--- src/rtl/instr_prefetch_queue_pkg.sv ---
// Shared constants and the queue entry payload for the instruction prefetch queue.
package instr_prefetch_queue_pkg;

    localparam int unsigned     XLEN    = 32;
    localparam logic [XLEN-1:0] PC_STEP = XLEN'(4);

    typedef struct packed {
        logic [XLEN-1:0] pc;
        logic [XLEN-1:0] instr;
    } entry_t;

endpackage

--- src/rtl/instr_prefetch_queue_if.sv ---
// Fetch-memory, redirect and decode-side signals of the prefetch queue.
// PREFETCH_PERF_EN adds the two performance counter outputs.
interface instr_prefetch_queue_if #(
    parameter int unsigned DEPTH = 4
);
    import instr_prefetch_queue_pkg::*;

    localparam int unsigned CW = $clog2(DEPTH) + 1;

    logic [XLEN-1:0] imem_addr;
    logic [XLEN-1:0] imem_rdata;
    logic            redirect_valid;
    logic [XLEN-1:0] redirect_pc;
    logic            out_valid;
    logic            out_ready;
    logic [XLEN-1:0] out_instr;
    logic [XLEN-1:0] out_pc;
    logic [XLEN-1:0] out_pc_plus4;
    logic [CW-1:0]   occupancy;
`ifdef PREFETCH_PERF_EN
    logic [31:0]     perf_stall_cycles;
    logic [31:0]     perf_flushes;

    modport master (
        input  imem_rdata, redirect_valid, redirect_pc, out_ready,
        output imem_addr, out_valid, out_instr, out_pc, out_pc_plus4, occupancy,
        output perf_stall_cycles, perf_flushes
    );
    modport slave (
        output imem_rdata, redirect_valid, redirect_pc, out_ready,
        input  imem_addr, out_valid, out_instr, out_pc, out_pc_plus4, occupancy,
        input  perf_stall_cycles, perf_flushes
    );
`else
    modport master (
        input  imem_rdata, redirect_valid, redirect_pc, out_ready,
        output imem_addr, out_valid, out_instr, out_pc, out_pc_plus4, occupancy
    );
    modport slave (
        output imem_rdata, redirect_valid, redirect_pc, out_ready,
        input  imem_addr, out_valid, out_instr, out_pc, out_pc_plus4, occupancy
    );
`endif

endinterface

--- src/rtl/instr_prefetch_queue_fifo.sv ---
// DEPTH-entry {pc, instr} FIFO with push/pop/clear and a registered head.
// Reset clears pointers, count and head; the storage array is left as is.
module instr_prefetch_queue_fifo
    import instr_prefetch_queue_pkg::*;
#(
    parameter int unsigned DEPTH = 4
) (
    input  logic                     clk,
    input  logic                     rst_n,
    input  logic                     push,
    input  logic                     pop,
    input  logic                     clear,
    input  entry_t                   wdata,
    output logic [$clog2(DEPTH):0]   count,
    output logic                     head_valid,
    output entry_t                   head,
    output logic                     head_ld_c,
    output logic [XLEN-1:0]          head_pc_nxt_c
);

    localparam int unsigned PW = $clog2(DEPTH);
    localparam int unsigned CW = PW + 1;

    entry_t        mem [DEPTH];
    logic [PW-1:0] rd_ptr;
    logic [PW-1:0] wr_ptr;
    logic [PW-1:0] rd_ptr_nxt_c;
    logic [CW-1:0] remain_c;
    logic [CW-1:0] count_nxt_c;
    entry_t        head_nxt_c;

    // Next head: the entry being written bypasses the array when nothing older remains.
    always_comb begin
        remain_c     = count - CW'(pop);
        count_nxt_c  = remain_c + CW'(push);
        rd_ptr_nxt_c = rd_ptr + PW'(pop);
        head_ld_c    = 1'b0;
        head_nxt_c   = head;
        if (clear) begin
            count_nxt_c  = '0;
            rd_ptr_nxt_c = '0;
        end else if (count_nxt_c != '0) begin
            head_ld_c  = 1'b1;
            head_nxt_c = (remain_c == '0) ? wdata : mem[rd_ptr_nxt_c];
        end
    end

    assign head_pc_nxt_c = head_nxt_c.pc;

    always_ff @(posedge clk or negedge rst_n) begin
        if (!rst_n) begin
            rd_ptr     <= '0;
            wr_ptr     <= '0;
            count      <= '0;
            head_valid <= 1'b0;
            head       <= '0;
        end else begin
            rd_ptr     <= rd_ptr_nxt_c;
            wr_ptr     <= clear ? '0 : wr_ptr + PW'(push);
            count      <= count_nxt_c;
            head_valid <= (count_nxt_c != '0);
            if (head_ld_c) begin
                head <= head_nxt_c;
            end
        end
    end

    always_ff @(posedge clk) begin
        if (push) begin
            mem[wr_ptr] <= wdata;
        end
    end

endmodule

--- src/rtl/instr_prefetch_queue.sv ---
// Fetch-side instruction prefetch queue: owns fetch PC, buffers fetched words, flushes on redirect.
// Optional PREFETCH_PERF_EN adds saturating stall and flush counters.
module instr_prefetch_queue
    import instr_prefetch_queue_pkg::*;
#(
    parameter int unsigned     DEPTH    = 4,
    parameter logic [XLEN-1:0] RESET_PC = '0
) (
    input  logic                   clk,
    input  logic                   rst,
    instr_prefetch_queue_if.master bus
);

    localparam int unsigned CW = $clog2(DEPTH) + 1;

    logic [XLEN-1:0] fetch_pc;
    logic [XLEN-1:0] pc_plus4;
    logic [CW-1:0]   count;
    logic            head_valid;
    entry_t          head;
    entry_t          wdata_c;
    logic            head_ld_c;
    logic [XLEN-1:0] head_pc_nxt_c;
    logic            deq_c;
    logic            enq_c;

    // A redirect blocks the fetch of its own cycle; a full queue fetches only alongside a dequeue.
    assign deq_c        = head_valid & bus.out_ready;
    assign enq_c        = ~bus.redirect_valid & ((count < CW'(DEPTH)) | deq_c);
    assign wdata_c.pc    = fetch_pc;
    assign wdata_c.instr = bus.imem_rdata;

    always_ff @(posedge clk or negedge rst) begin
        if (!rst) begin
            fetch_pc <= RESET_PC;
            pc_plus4 <= '0;
        end else begin
            if (bus.redirect_valid) begin
                fetch_pc <= bus.redirect_pc;
            end else if (enq_c) begin
                fetch_pc <= fetch_pc + PC_STEP;
            end
            if (head_ld_c) begin
                pc_plus4 <= head_pc_nxt_c + PC_STEP;
            end
        end
    end

    instr_prefetch_queue_fifo #(
        .DEPTH (DEPTH)
    ) u_fifo (
        .clk           (clk),
        .rst_n         (rst),
        .push          (enq_c),
        .pop           (deq_c),
        .clear         (bus.redirect_valid),
        .wdata         (wdata_c),
        .count         (count),
        .head_valid    (head_valid),
        .head          (head),
        .head_ld_c     (head_ld_c),
        .head_pc_nxt_c (head_pc_nxt_c)
    );

    assign bus.imem_addr    = fetch_pc;
    assign bus.out_valid    = head_valid;
    assign bus.out_instr    = head.instr;
    assign bus.out_pc       = head.pc;
    assign bus.out_pc_plus4 = pc_plus4;
    assign bus.occupancy    = count;

`ifdef PREFETCH_PERF_EN
    logic [31:0] stall_cnt;
    logic [31:0] flush_cnt;

    // Saturating event counters.
    always_ff @(posedge clk or negedge rst) begin
        if (!rst) begin
            stall_cnt <= '0;
            flush_cnt <= '0;
        end else begin
            if (head_valid & ~bus.out_ready & (stall_cnt != '1)) begin
                stall_cnt <= stall_cnt + 32'd1;
            end
            if (bus.redirect_valid & (count != '0) & (flush_cnt != '1)) begin
                flush_cnt <= flush_cnt + 32'd1;
            end
        end
    end

    assign bus.perf_stall_cycles = stall_cnt;
    assign bus.perf_flushes      = flush_cnt;
`endif

endmodule

--- src/flat_wrapper.sv ---
// flat-port wrapper written by rule: the top's interface ports become plain ports
module instr_prefetch_queue_flat import instr_prefetch_queue_pkg::*;
#(
    parameter int unsigned     DEPTH    = 4,
    parameter logic [XLEN-1:0] RESET_PC = '0
)
  (clk, rst, bus_imem_rdata, bus_redirect_valid, bus_redirect_pc, bus_out_ready, bus_imem_addr, bus_out_valid, bus_out_instr, bus_out_pc, bus_out_pc_plus4, bus_occupancy);
  instr_prefetch_queue_if #(.DEPTH(DEPTH)) bus_i ();
  input  logic clk;
  input  logic rst;
  input wire logic [$bits(bus_i.imem_rdata)-1:0] bus_imem_rdata;
  input wire logic [$bits(bus_i.redirect_valid)-1:0] bus_redirect_valid;
  input wire logic [$bits(bus_i.redirect_pc)-1:0] bus_redirect_pc;
  input wire logic [$bits(bus_i.out_ready)-1:0] bus_out_ready;
  output wire logic [$bits(bus_i.imem_addr)-1:0] bus_imem_addr;
  output wire logic [$bits(bus_i.out_valid)-1:0] bus_out_valid;
  output wire logic [$bits(bus_i.out_instr)-1:0] bus_out_instr;
  output wire logic [$bits(bus_i.out_pc)-1:0] bus_out_pc;
  output wire logic [$bits(bus_i.out_pc_plus4)-1:0] bus_out_pc_plus4;
  output wire logic [$bits(bus_i.occupancy)-1:0] bus_occupancy;
  assign bus_i.imem_rdata = bus_imem_rdata;
  assign bus_i.redirect_valid = bus_redirect_valid;
  assign bus_i.redirect_pc = bus_redirect_pc;
  assign bus_i.out_ready = bus_out_ready;
  assign bus_imem_addr = bus_i.imem_addr;
  assign bus_out_valid = bus_i.out_valid;
  assign bus_out_instr = bus_i.out_instr;
  assign bus_out_pc = bus_i.out_pc;
  assign bus_out_pc_plus4 = bus_i.out_pc_plus4;
  assign bus_occupancy = bus_i.occupancy;
  instr_prefetch_queue #(.DEPTH(DEPTH), .RESET_PC(RESET_PC)) u_core (.clk(clk), .rst(rst), .bus(bus_i));
endmodule
--- config.mk ---
export PLATFORM = sky130hd
export DESIGN_NAME = instr_prefetch_queue_flat
export DESIGN_NICKNAME = d
export VERILOG_FILES = /design/src/rtl/instr_prefetch_queue_pkg.sv /design/src/rtl/instr_prefetch_queue_if.sv /design/src/rtl/instr_prefetch_queue_fifo.sv /design/src/rtl/instr_prefetch_queue.sv /design/src/flat_wrapper.sv
export SDC_FILE = /design/constraint.sdc
export NUM_CORES = 1
export LEC_CHECK = 0
export ABC_AREA = 0
export CORE_UTILIZATION = 30
export DETAILED_ROUTE_END_ITERATION = 10
export PLACE_DENSITY_LB_ADDON = 0.1
export SYNTH_ARGS = -nofsm -noshare
export SYNTH_HDL_FRONTEND = slang
export SYNTH_HIERARCHICAL = 1
export SYNTH_SLANG_ARGS = --single-unit
--- constraint.sdc ---
create_clock -name clk -period 8.71 [get_ports clk]
set_clock_uncertainty 0.2 [all_clocks]
set_input_delay 1.742 -clock clk [delete_from_list [all_inputs] [get_ports clk]]
set_output_delay 1.742 -clock clk [all_outputs]
set_load 0.03 [all_outputs]
; ---- Yosys cells after proc, flatten, opt, wreduce, memory -nomap -nowiden
; Memory sizes are Yosys's and may differ from the RTL's.
; Cells that the tools add are included.
[word_totals]
latch_bits = 0
out_inout_bits = 132
romBits = 0
reg_bits = 136
mem_bits_rw = 256
memories = 1
input_bits = 68
[mem_list]
columns = name, depth, word_bits, read_ports, rd_clocked_by_memory_dff, write_ports, line_no
row1 = u_core.u_fifo.mem, 4, 64, 1, 0, 1, instr_prefetch_queue_fifo.sv:24  ; entry_t mem [DEPTH];
[op_classes]
n_shift = 0
n_addsub = 6
div_mod_pow = 0
reduce_logical = 5
n_mux = 12
mul = 0
bitwise_logic = 4
eq_ne = 0
n_lt_le_gt_ge = 1
[op_table]
columns = op, count
row1 = $mux W64, 3
row2 = $add A32 B3 Y32 const B, 2
row3 = $mux W32, 2
row4 = $reduce_bool A3 Y1, 2
row5 = $add A2 B1 Y2, 2
row6 = $mux W1, 4
row7 = $mux W2, 2
row8 = $add A3 B1 Y3, 1
row9 = $logic_not A3 Y1, 1
row10 = $lt A3 B3 Y1 const B, 1
row11 = $mux W3, 1
row12 = $reduce_and A3 Y1, 1
row13 = $sub A3 B1 Y3, 1
row14 = $and A1 B1 Y1, 2
row15 = $reduce_bool A2 Y1, 1
row16 = $not A1 Y1, 1
row17 = $or A1 B1 Y1, 1

; ---- Longest topological paths before layout
; Gate-level depths: netlist (run 1).
[logic_depth]
depth_word = 8
depth_mapped = 17
mapped_depth_nobuf = 14

; ---- Cells and area by module
; Netlist (run 1), hierarchy kept.
[by_module_without_submodules]
columns = mod, n_inst, area_each_um2, cells_per_inst
row1 = instr_prefetch_queue_fifo, 1, 12700.9, 756
row2 = instr_prefetch_queue, 1, 3611.0, 405

; ---- Worst setup path after synthesis (run 1)
; OpenSTA, ideal clock, no wires.
[synth_timing]
path_kind = input to register
startpoint = in bus_out_ready
endpoint = mem u_core/u_fifo/mem[0][0] (netlist name) (enable)
slack_ps = 851
path_buffers = 1
stages = 4
t_arrival_ps = 7081
setup_ps = 578
cell_sequence = a21bo_2 clkbuf_1 and2_1 nor3b_1
[synth_between]
elab_chain_len = 5
[synth_rtl]
columns = item, line_no
row1 = start: declaration, flat_wrapper.sv:14  ; input wire logic [$bits(bus_i.out_ready)-1:0] bus_out_ready;
row2 = $and A1 B1 Y1, instr_prefetch_queue.sv:28  ; assign deq_c = head_valid & bus.out_ready;
row3 = $or A1 B1 Y1, instr_prefetch_queue.sv:29  ; assign enq_c = ~bus.redirect_valid & ((count < CW'(DEPTH)) | deq_c);
row4 = $and A1 B1 Y1, instr_prefetch_queue.sv:29
row5 = via u_core.enq_c, instr_prefetch_queue.sv:25  ; logic enq_c;
row6 = $mux W1, instr_prefetch_queue_fifo.sv:69  ; if (push) begin
row7 = $mux W1 (implied by the code), instr_prefetch_queue_fifo.sv:70  ; mem[wr_ptr] <= wdata;
row8 = end: declaration, instr_prefetch_queue_fifo.sv:24
; The timed path passes the listed nets, and every way through them passes these cells.

; ---- Worst setup path after layout (run 1)
[layout_timing]
startpoint = in bus_redirect_valid
endpoint = reg u_core.pc_plus4[31], in the netlist u_core/bus.out_pc_plus4[31]
[layout_between]
elab_cells_between_ends = 9
cone_classes = 2 x add/sub / 4 x mux / 2 x bitwise / 1 x reduce/logical
[layout_rtl]
columns = item, line_no
row1 = start: declaration, flat_wrapper.sv:12  ; input wire logic [$bits(bus_i.redirect_valid)-1:0] bus_redirect_valid;
row2 = $not A1 Y1 (no line), n/a
row3 = $and A1 B1 Y1, instr_prefetch_queue.sv:29
row4 = via u_core.enq_c, instr_prefetch_queue.sv:25
row5 = $add A3 B1 Y3, instr_prefetch_queue_fifo.sv:35  ; count_nxt_c = remain_c + CW'(push);
row6 = $reduce_bool A3 Y1, instr_prefetch_queue_fifo.sv:42  ; end else if (count_nxt_c != '0) begin
row7 = $mux W1, instr_prefetch_queue_fifo.sv:42
row8 = $mux W1, instr_prefetch_queue_fifo.sv:39  ; if (clear) begin
row9 = via u_core.head_ld_c, instr_prefetch_queue.sv:22  ; logic head_ld_c;
row10 = end signal: assignment, instr_prefetch_queue.sv:44  ; pc_plus4 <= head_pc_nxt_c + PC_STEP;
row11 = end: declaration, instr_prefetch_queue.sv:17  ; logic [XLEN-1:0] pc_plus4;
; The timed path passes the listed nets, and every way through them passes these cells.
; A chain may end at the register's enable or synchronous reset.

==> flow_summary.toml, run 1 <==
[run_status]
status = "complete, no violations"

[yosys]
synthFlopType = "edfxtp_1"
synth_top_area_share_pct = 47.1
async_reset_ff_share_pct = 34.7
synthTopCellsByArea = "edfxtp_1, dfrtp_1, mux4_2"
synth-seq-area-share_pct = 68.0
syn_avg_cell_area_sq_um = 14.0
syn-cell-area_sq_um = 16300
ys_warn_count = 6
synth_top_cell_by_area = "edfxtp_1"
syn_inst = 1161
synthesis.nets = 1237
synth_edf_count = 256
synth_cell_types = 46
yosys_register_bits = 392

[placement]
hpwlAfterDp_um = 29800
pre_cts_ws_ns = 1.57
place_congestion = 0.749
dpl.cell_count = 2006
io_buffers = 199

[clock_tree]
numCtsBuffers = 45
insertion_delay_ns = 0.57
postCtsHoldBufs = 0
cts_resized = 0
post-cts-setup-buffers = 0
path_clk_slew_ns = 0.06
htree_levels = 2
cts_buffer_depth = 3
cts_sinks = 392
tritoncts = "done"
root_buffer = "clkbuf_16"

[global_route]
grt_pass1_vias = 10489
grt_first_pass_wirelength_um = 70800
globalRouteTotalUtil_pct = 17.1
grt_max_degree = 81
antenna_found_initial = 2
grt_overflow_total = 0

[critical_path]
end_kind = "register"
r2r-end = "u_core/bus.out_pc_plus4[31]$_DFFE_PN0P_"
crit_top_cell = "buf_4"
rr_startpoint = "u_core/u_fifo/count[2]$_DFF_PN0_"
cpMaxStageDelayCell = "buf_4"
cpPeakStageDelay_ns = 0.53
crit_path_max_fanout = 56
start_kind = "input pin"
reg2reg_depth = 14
critPathTopFamily = "buffers and inverters"
crit_chain = "clkdlybuf4s50_1, buf_4, clkinv_1, buf_4, and2_1, ha_1, ha_1, xnor3_1, a21oi_4, buf_4, buf_4, nor2_1, a31oi_1, and4_1, nand3_1, or4_1, a31oi_1"
crit_arrival_ns = 6.83
required_ns = 9.01
reg2reg_setup_slack_ns = 3.71
worstSetupPathType = "input pin to register"
path_buf_inv = 6

[sta]
hold_viol = 0
finalSetupTns_ns = 0
post-route-period-util_pct = 75.0
finalHoldWorstSlack_ns = 0.314
drv_slew = 0
setup_slack_ns = 2.18
finalSetupViolCount = 0
fin_crit_ns = 6.53
worst_pin_slew_ns = 1.13
rsz0062_at_grt = "false"
fmax_mhz = 153
relSlewSlack_pct = 24.2

[layout]
diodes = 0
fillers = 5115
fin_nets = 1433
syn2layout_area_growth_pct = 26.1
finalNonFillerCells = 2089
layout-drive-gt1-share_pct = 12.2

[power]
ir_drop_v = 0.000187
p_leak_nw = 7.04
power.density_nw_per_um2 = 381

[routing]
drc_errors = 0
wl_um = 46700
drt_iter0_drc = 785
vias = 10501
post_drt_via_cell_ratio = 5.03
wire_per_inst_um = 22.3
drt-pass1-iter-count = 6
final_antenna_net_count = 0

[hold_path]
hp-class = "register to register"
whs_path_depth = 1
worstHoldStart = "u_core/bus.out_pc_plus4[1]$_DFFE_PN0P_"
worstHoldEndpoint = "u_core/bus.out_pc_plus4[1]$_DFFE_PN0P_"

[die]
boundaryPins = 200
die_w_um = 235
rows = 85
die-area_sq_um = 55300
die_height_um = 235
start_util_pct = 30.3
core_sq_um = 53800

[run]
drv_cap = 0
==> worst reg2reg max path, cell delays in order (launching register included) <==
cell and delay (ns):
dfrtp_1 0.47, a21bo_2 0.39, and2_1 0.32, ha_1 0.19, ha_1 0.14, xnor3_1 0.28, a21oi_4 0.28, buf_4 0.45
buf_4 0.55, nor2_1 0.13, a31oi_1 0.33, and4_1 0.30, nand3_1 0.19, or4_1 0.53, a31oi_1 0.17
==> routing by layer <==
metal  track usage (%)  up-vias  part of all wire, %
met3              2.77       56                  4.2
met1              25.5     5337                   49
met2              25.6      239                   45
li1                  -     4869                    -
met5                 0        -                    0
met4              4.59        0                  1.8
==> cell usage after synthesis, types with 4 or more instances <==
cell	number
a21oi_1	11
a31oi_1	133
and2_1	6
and3_1	7
and4_1	7
buf_2	29
clkbuf_1	38
dfrtp_1	136
edfxtp_1	256
ha_1	8
inv_1	10
mux2_2	5
mux4_2	64
nand2_1	156
nand2b_1	4
nand3_1	24
nand4_1	13
nor2_1	117
nor2b_1	7
o21ai_0	16
o31ai_1	28
or3_1	11
or4_1	30
xnor2_1	6
xor2_1	12
==> metrics by stage <==
stage,cell area [sq um],total power [mW],util [%]
2_1_floorplan,16300,4.78,-
3_3_place_gp,19100,6.01,35.5
3_5_place_dp,19100,6.03,35.5
4_1_cts,20600,7.96,38.2
5_1_grt,20600,8.32,38.2
6_report,20600,7.84,38.2
==> power breakdown <==
group / internal, mW / switching [mW]
registers: 2.43 / 0.267
clock network: 1.15 / 0.759
logic: 1.20 / 2.03
==> state kept, by name, summed over array words and instances (netlist names) <==
name                      flops
u_core/bus.out_pc_plus4      32
u_core/u_fifo/mem           256
u_core/u_fifo/head_valid      1
u_core/u_fifo/head           64
u_core/u_fifo/rd_ptr          2
u_core/bus.imem_addr         32
u_core/u_fifo/wr_ptr          2
u_core/u_fifo/count           3
==> final cells by class <==
type / count / area (sq um) / share of cell area [%]
tap: 696 / 871 / 4.23
multi-input combinational: 686 / 4920 / 23.9
sequential: 392 / 11100 / 53.9
timing repair buffer: 221 / 2160 / 10.5
clock inverter: 25 / 282 / 1.37
clock buffer: 58 / 1200 / 5.86
inverter: 11 / 41.3 / 0.201
==> cells by family after synthesis <==
group / after synthesis / share of synthesized area, %
compound gates: 199 / 7.82
xor+xnor: 19 / 1.10
fa+ha+maj: 8 / 0.614
buf+inv: 83 / 2.22
flops: 392 / 68.0
mux: 71 / 9.30
simple gates: 389 / 10.9
==> cells in the final DEF, fill, tap and decap left out, types with 8 or more instances in the layout <==
| cell | instances |
|---|---|
| nand3_1 | 23 |
| buf_4 | 22 |
| edfxtp_1 | 256 |
| o21ai_0 | 16 |
| nand4_1 | 13 |
| a21oi_1 | 11 |
| clkbuf_16 | 45 |
| clkinv_1 | 8 |
| mux4_2 | 64 |
| or3_1 | 11 |
| o31ai_1 | 28 |
| nand2_1 | 156 |
| clkdlybuf4s50_1 | 198 |
| nor2_1 | 116 |
| inv_1 | 10 |
| a31oi_1 | 133 |
| dfrtp_1 | 136 |
| or4_1 | 30 |
| xor2_1 | 11 |
| clkbuf_1 | 10 |
==> how the worst max path moves through the flow <==
| stage | startpoint | to | slack, ns | depth (start not counted) |
|---|---|---|---|---|
| floorplan | bus_out_ready | u_core/u_fifo/mem[0][0]$_DFFE_PP_ | 0.85 | 4 |
| global placement | bus_redirect_valid | u_core/bus.out_pc_plus4[31]$_DFFE_PN0P_ | 1.62 | 17 |
| detailed placement | bus_redirect_valid | u_core/bus.out_pc_plus4[31]$_DFFE_PN0P_ | 1.57 | 17 |
| CTS | bus_redirect_valid | u_core/bus.out_pc_plus4[31]$_DFFE_PN0P_ | 2.17 | 17 |
| global route | bus_redirect_valid | u_core/bus.out_pc_plus4[30]$_DFFE_PN0P_ | 1.69 | 17 |
| finish | bus_redirect_valid | u_core/bus.out_pc_plus4[31]$_DFFE_PN0P_ | 2.18 | 17 |
Power figures use the tool's default switching activity.
==> inputs of run 2 (changes only) <==
==> constraint.sdc (replaced) <==
create_clock -name clk -period 6.82 [get_ports clk]
set_clock_uncertainty 0.2 [all_clocks]
set_input_delay 1.364 -clock clk [delete_from_list [all_inputs] [get_ports clk]]
set_output_delay 1.364 -clock clk [all_outputs]
set_load 0.03 [all_outputs]
==> run 2 against run 1 <==
Register-to-register slack got worse by 1.8 ns. Clock power increased by 25%. Hold slack improved by 0.0078 ns. First-iteration DRC count down 9.2%. Die area unchanged. Routed wire length rose by 0.54%. Power increased by 28%. Flip-flop and latch count did not move. Critical path depth decreased by 2. Final cell count rose by 0.29%. Final area rose by 0.23%. Sequential share of layout area shrank 0.12 points.
==> flow_summary.toml, run 2 (synthesized netlist as in run 1, its figures left out) <==
[global_route]
antenna_found_initial = 1
grt_max_degree = 90
globalRouteTotalUtil_pct = 17.1
grt_first_pass_wirelength_um = 70700
grt_overflow_total = 0
grt_pass1_vias = 10874

[die]
die-area_sq_um = 55300
die_height_um = 235
core_sq_um = 53800
die_w_um = 235
rows = 85
boundaryPins = 200
start_util_pct = 30.3

[routing]
drc_errors = 0
drt_iter0_drc = 713
post_drt_via_cell_ratio = 5.07
wire_per_inst_um = 22.4
drt-pass1-iter-count = 5
final_antenna_net_count = 0
vias = 10613
wl_um = 46900

[critical_path]
reg2reg_depth = 13
start_kind = "input pin"
crit_arrival_ns = 5.97
worstSetupPathType = "input pin to register"
required_ns = 7.10
crit_path_max_fanout = 89
end_kind = "register"

[power]
power.density_nw_per_um2 = 487
p_leak_nw = 7.07
power_mw = 10.0
ir_drop_v = 0.000168

[sta]
hold_viol = 0
finalSetupViolCount = 0
fin_crit_ns = 5.68
worst_pin_slew_ns = 1.14
rsz0062_at_grt = "false"
finalSetupTns_ns = 0
post-route-period-util_pct = 83.4
relSlewSlack_pct = 23.8
drv_slew = 0
fmax_mhz = 176

[hold_path]
whs_path_depth = 1
hp-class = "register to register"

[layout]
fin_area_sq_um = 20600
mostFrequentLayoutCells = "edfxtp_1, clkdlybuf4s50_1, nand2_1"
top_register = "u_core/u_fifo/mem"
fin_nets = 1438
layout-drive-gt1-share_pct = 12.7
largest_register_ff_count = 256
fillers = 5084
finalNonFillerCells = 2095
final_common_cell = "edfxtp_1"
syn2layout_area_growth_pct = 26.4
reg_top3 = "u_core/u_fifo/mem (256), u_core/u_fifo/head (64)"
diodes = 0

[clock_tree]
postCtsHoldBufs = 0
numCtsBuffers = 45
cts_buffer_depth = 3
insertion_delay_ns = 0.58
htree_levels = 2
path_clk_slew_ns = 0.05
tritoncts = "done"
root_buffer = "clkbuf_16"
cts_resized = 0
post-cts-setup-buffers = 0
cts_sinks = 392

[placement]
place_congestion = 0.784
io_buffers = 199
placed_cell_area_sq_um = 19200
dpl.cell_count = 2011
hpwlAfterDp_um = 30200

[run_status]
status = "complete, no violations"

[run]
drv_cap = 0
[run 2: path summary, 6_finish.rpt]
path,startpoint,endpoint,slack [ns]
min in group asynchronous,rst,u_core/u_fifo/head[45]$_DFFE_PN0P_,0.53
setup reg to reg,u_core/u_fifo/count[2]$_DFF_PN0_,u_core/bus.out_pc_plus4[23]$_DFFE_PN0P_,1.89
hold / removal,u_core/bus.out_pc_plus4[1]$_DFFE_PN0P_,u_core/bus.out_pc_plus4[1]$_DFFE_PN0P_,0.32
setup / recovery,bus_out_ready,u_core/bus.out_pc_plus4[23]$_DFFE_PN0P_,1.14
hold reg to reg,u_core/bus.out_pc_plus4[1]$_DFFE_PN0P_,u_core/bus.out_pc_plus4[1]$_DFFE_PN0P_,0.32
max in group asynchronous,rst,u_core/u_fifo/head[23]$_DFFE_PN0P_,4.72
[run 2: layout make-up]
| cell class | count | area (sq um) | area share (%) |
|---|---|---|---|
| repair buffers | 226 | 2220 | 10.8 |
| clock inverters | 22 | 208 | 1.01 |
| inverters | 11 | 41.3 | 0.200 |
| multi-input cells | 686 | 4940 | 24.0 |
| flip-flops and latches | 392 | 11100 | 53.8 |
| well taps | 696 | 871 | 4.22 |
| clock buffers | 62 | 1250 | 6.06 |
[run 2: worst max-delay path: stages]
cell and delay, ns:
clkdlybuf4s50_1 0.45, and2_1 0.21, ha_1 0.21, ha_1 0.34, inv_1 0.06, ha_1 0.20, xnor3_1 0.24, a21oi_4 0.55
buf_12 0.37, nor2_1 0.11, a31oi_1 0.28, nand2_1 0.14, or4_4 0.63, or4_1 0.54, a31oi_1 0.18
[run 2: power by group]
group	total, mW	internal [mW]	leakage [nW]	switching [mW]
clock	2.39	1.40	0.718	0.985
sequential	3.46	3.11	3.87	0.349
combinational	4.20	1.58	2.49	2.63
total	10.0	6.09	7.07	3.96
[run 2: metrics by stage]
stage	setup WS [ns]	utilization, %	hold WS [ns]
after global routing	0.873	38.3	0.351
after detailed placement	0.606	35.6	0.310
after CTS	1.21	38.3	0.322
final	1.14	38.3	0.321
after floorplan	1.40	-	0.364
after global placement	0.675	35.6	0.310
[run 2: routing by layer]
layer / global-route usage, % / vias up / share of wire, %
li1: - / 4892 / -
met1: 24.0 / 5415 / 47
met2: 27.4 / 252 / 47
met3: 3.05 / 54 / 3.9
met4: 4.39 / 0 / 1.9
met5: 0 / - / 0
==> inputs of run 3 (changes only) <==
==> constraint.sdc (replaced) <==
create_clock -name clk -period 5.5 [get_ports clk]
set_clock_uncertainty 0.2 [all_clocks]
set_input_delay 1.1 -clock clk [delete_from_list [all_inputs] [get_ports clk]]
set_output_delay 1.1 -clock clk [all_outputs]
set_load 0.03 [all_outputs]
==> run 3 against run 2 <==
Sequential power is 24% higher. Final area up 2.1%. First-iteration DRC count rose by 1.5%.
==> flow_summary.toml, run 3 (synthesized netlist as in run 1, its figures left out) <==
[sta]
post-route-period-util_pct = 87.7
relSlewSlack_pct = 49.7
fin_crit_ns = 4.82
worst_pin_slew_ns = 0.753
rsz0062_at_grt = "false"
fmax_mhz = 207
finalSetupViolCount = 0
finalSetupTns_ns = 0
hold_viol = 0
drv_slew = 0

[run_status]
status = "complete, no violations"

[routing]
drt_iter0_drc = 724
drt-pass1-iter-count = 7
vias = 10670
post_drt_via_cell_ratio = 5.00
wl_um = 46800
final_antenna_net_count = 0
wire_per_inst_um = 21.9
drc_errors = 0

[global_route]
globalRouteTotalUtil_pct = 16.9
grt_pass1_vias = 10725
antenna_found_initial = 1
grt_max_degree = 80
grt_overflow_total = 0
grt_first_pass_wirelength_um = 70300

[critical_path]
end_kind = "register"
reg2reg_depth = 15
startpoint = "bus_out_ready"
rr_startpoint = "u_core/u_fifo/head_valid$_DFF_PN0_"
worstSetupPathType = "input pin to register"
required_ns = 5.79
start_kind = "input pin"
crit_path_max_fanout = 41
crit_arrival_ns = 5.11

[clock_tree]
htree_levels = 2
cts_buffer_depth = 3
root_buffer = "clkbuf_16"
post-cts-setup-buffers = 0
tritoncts = "done"
insertion_delay_ns = 0.57
cts_resized = 0
postCtsHoldBufs = 0
cts_sinks = 392
path_clk_slew_ns = 0.06
numCtsBuffers = 46

[die]
core_sq_um = 53800
die_w_um = 235
boundaryPins = 200
start_util_pct = 30.3
rows = 85
die-area_sq_um = 55300
die_height_um = 235

[layout]
mostFrequentLayoutCells = "edfxtp_1, clkdlybuf4s50_1, nand2_1"
final_common_cell = "edfxtp_1"
final_util_pct = 39.1
layout-drive-gt1-share_pct = 15.1
fin_nets = 1478
diodes = 0
reg_top3 = "u_core/u_fifo/mem (256), u_core/u_fifo/head (64)"
largest_register_ff_count = 256
top_register = "u_core/u_fifo/mem"
syn2layout_area_growth_pct = 29.1

[hold_path]
hp-class = "input pin to asynchronous set/reset pin"

[placement]
io_buffers = 199
hpwlAfterDp_um = 30400
place_congestion = 0.760

[run]
drv_cap = 0

[power]
power.density_nw_per_um2 = 610
p_leak_nw = 7.31
ir_drop_v = 0.000230
## run 3: cell count changes in the layout (fill, tap and decap cells not counted), sizes merged
cell / change
buf: +39
clkbuf: +6
clkinvlp: -2
inv: -3
## run 3: area by class of cell
cell class,instances,area (sq um)
Sequential cell,392,11100
Multi-Input combinational cell,686,4940
Tap cell,696,871
Clock inverter,17,179
Timing Repair Buffer,265,2600
Fill cell,5128,32800
Inverter,11,41.3
Clock buffer,68,1340
## run 3: final timing paths
kind                                                      endpoint  slack (ns)
setup / recovery           u_core/bus.out_pc_plus4[23]$_DFFE_PN0P_        0.68
hold / removal             u_core/bus.out_pc_plus4[16]$_DFFE_PN0P_        0.31
setup reg to reg           u_core/bus.out_pc_plus4[23]$_DFFE_PN0P_        1.20
hold reg to reg             u_core/bus.out_pc_plus4[2]$_DFFE_PN0P_        0.32
max in group asynchronous     u_core/bus.imem_addr[23]$_DFFE_PN0P_        3.87
min in group clk            u_core/bus.out_pc_plus4[2]$_DFFE_PN0P_        0.32
## run 3: metrics by stage
step	instance area [sq um]	hold WS [ns]	std cells	setup WS [ns]	power, mW
floorplan	16300	0.364	1161	0.348	7.55
global placement	19500	0.313	2050	0.131	9.95
detailed placement	19500	0.316	2050	0.0808	9.98
CTS	21100	0.325	2135	0.686	13.1
global route	21100	0.348	2135	0.371	13.6
finish	21100	0.308	2135	0.677	12.9
## run 3: metal layers
metal	routed length, um	global-route usage (%)	share of wire, %
met1	22300	24.2	48
met2	21800	26.9	47
met3	1860	2.42	4.0
met4	823	4.61	1.8
met5	0	0	0
## run 3: critical path, stage by stage
cell,delay (ns)
clkdlybuf4s50_1,0.43
and2_1,0.17
ha_1,0.19
ha_1,0.29
inv_1,0.06
ha_1,0.14
xnor3_1,0.28
a21oi_4,0.22
buf_12,0.18
buf_12,0.21
nor2_1,0.08
a31oi_1,0.22
nand2_1,0.14
or4_4,0.63
or4_1,0.53
a31oi_1,0.19
## run 3: where the power goes
part           switching (mW)  internal, mW  total, mW
combinational            3.29          2.25       5.54
sequential              0.425          3.85       4.28
clock                    1.21          1.82       3.03
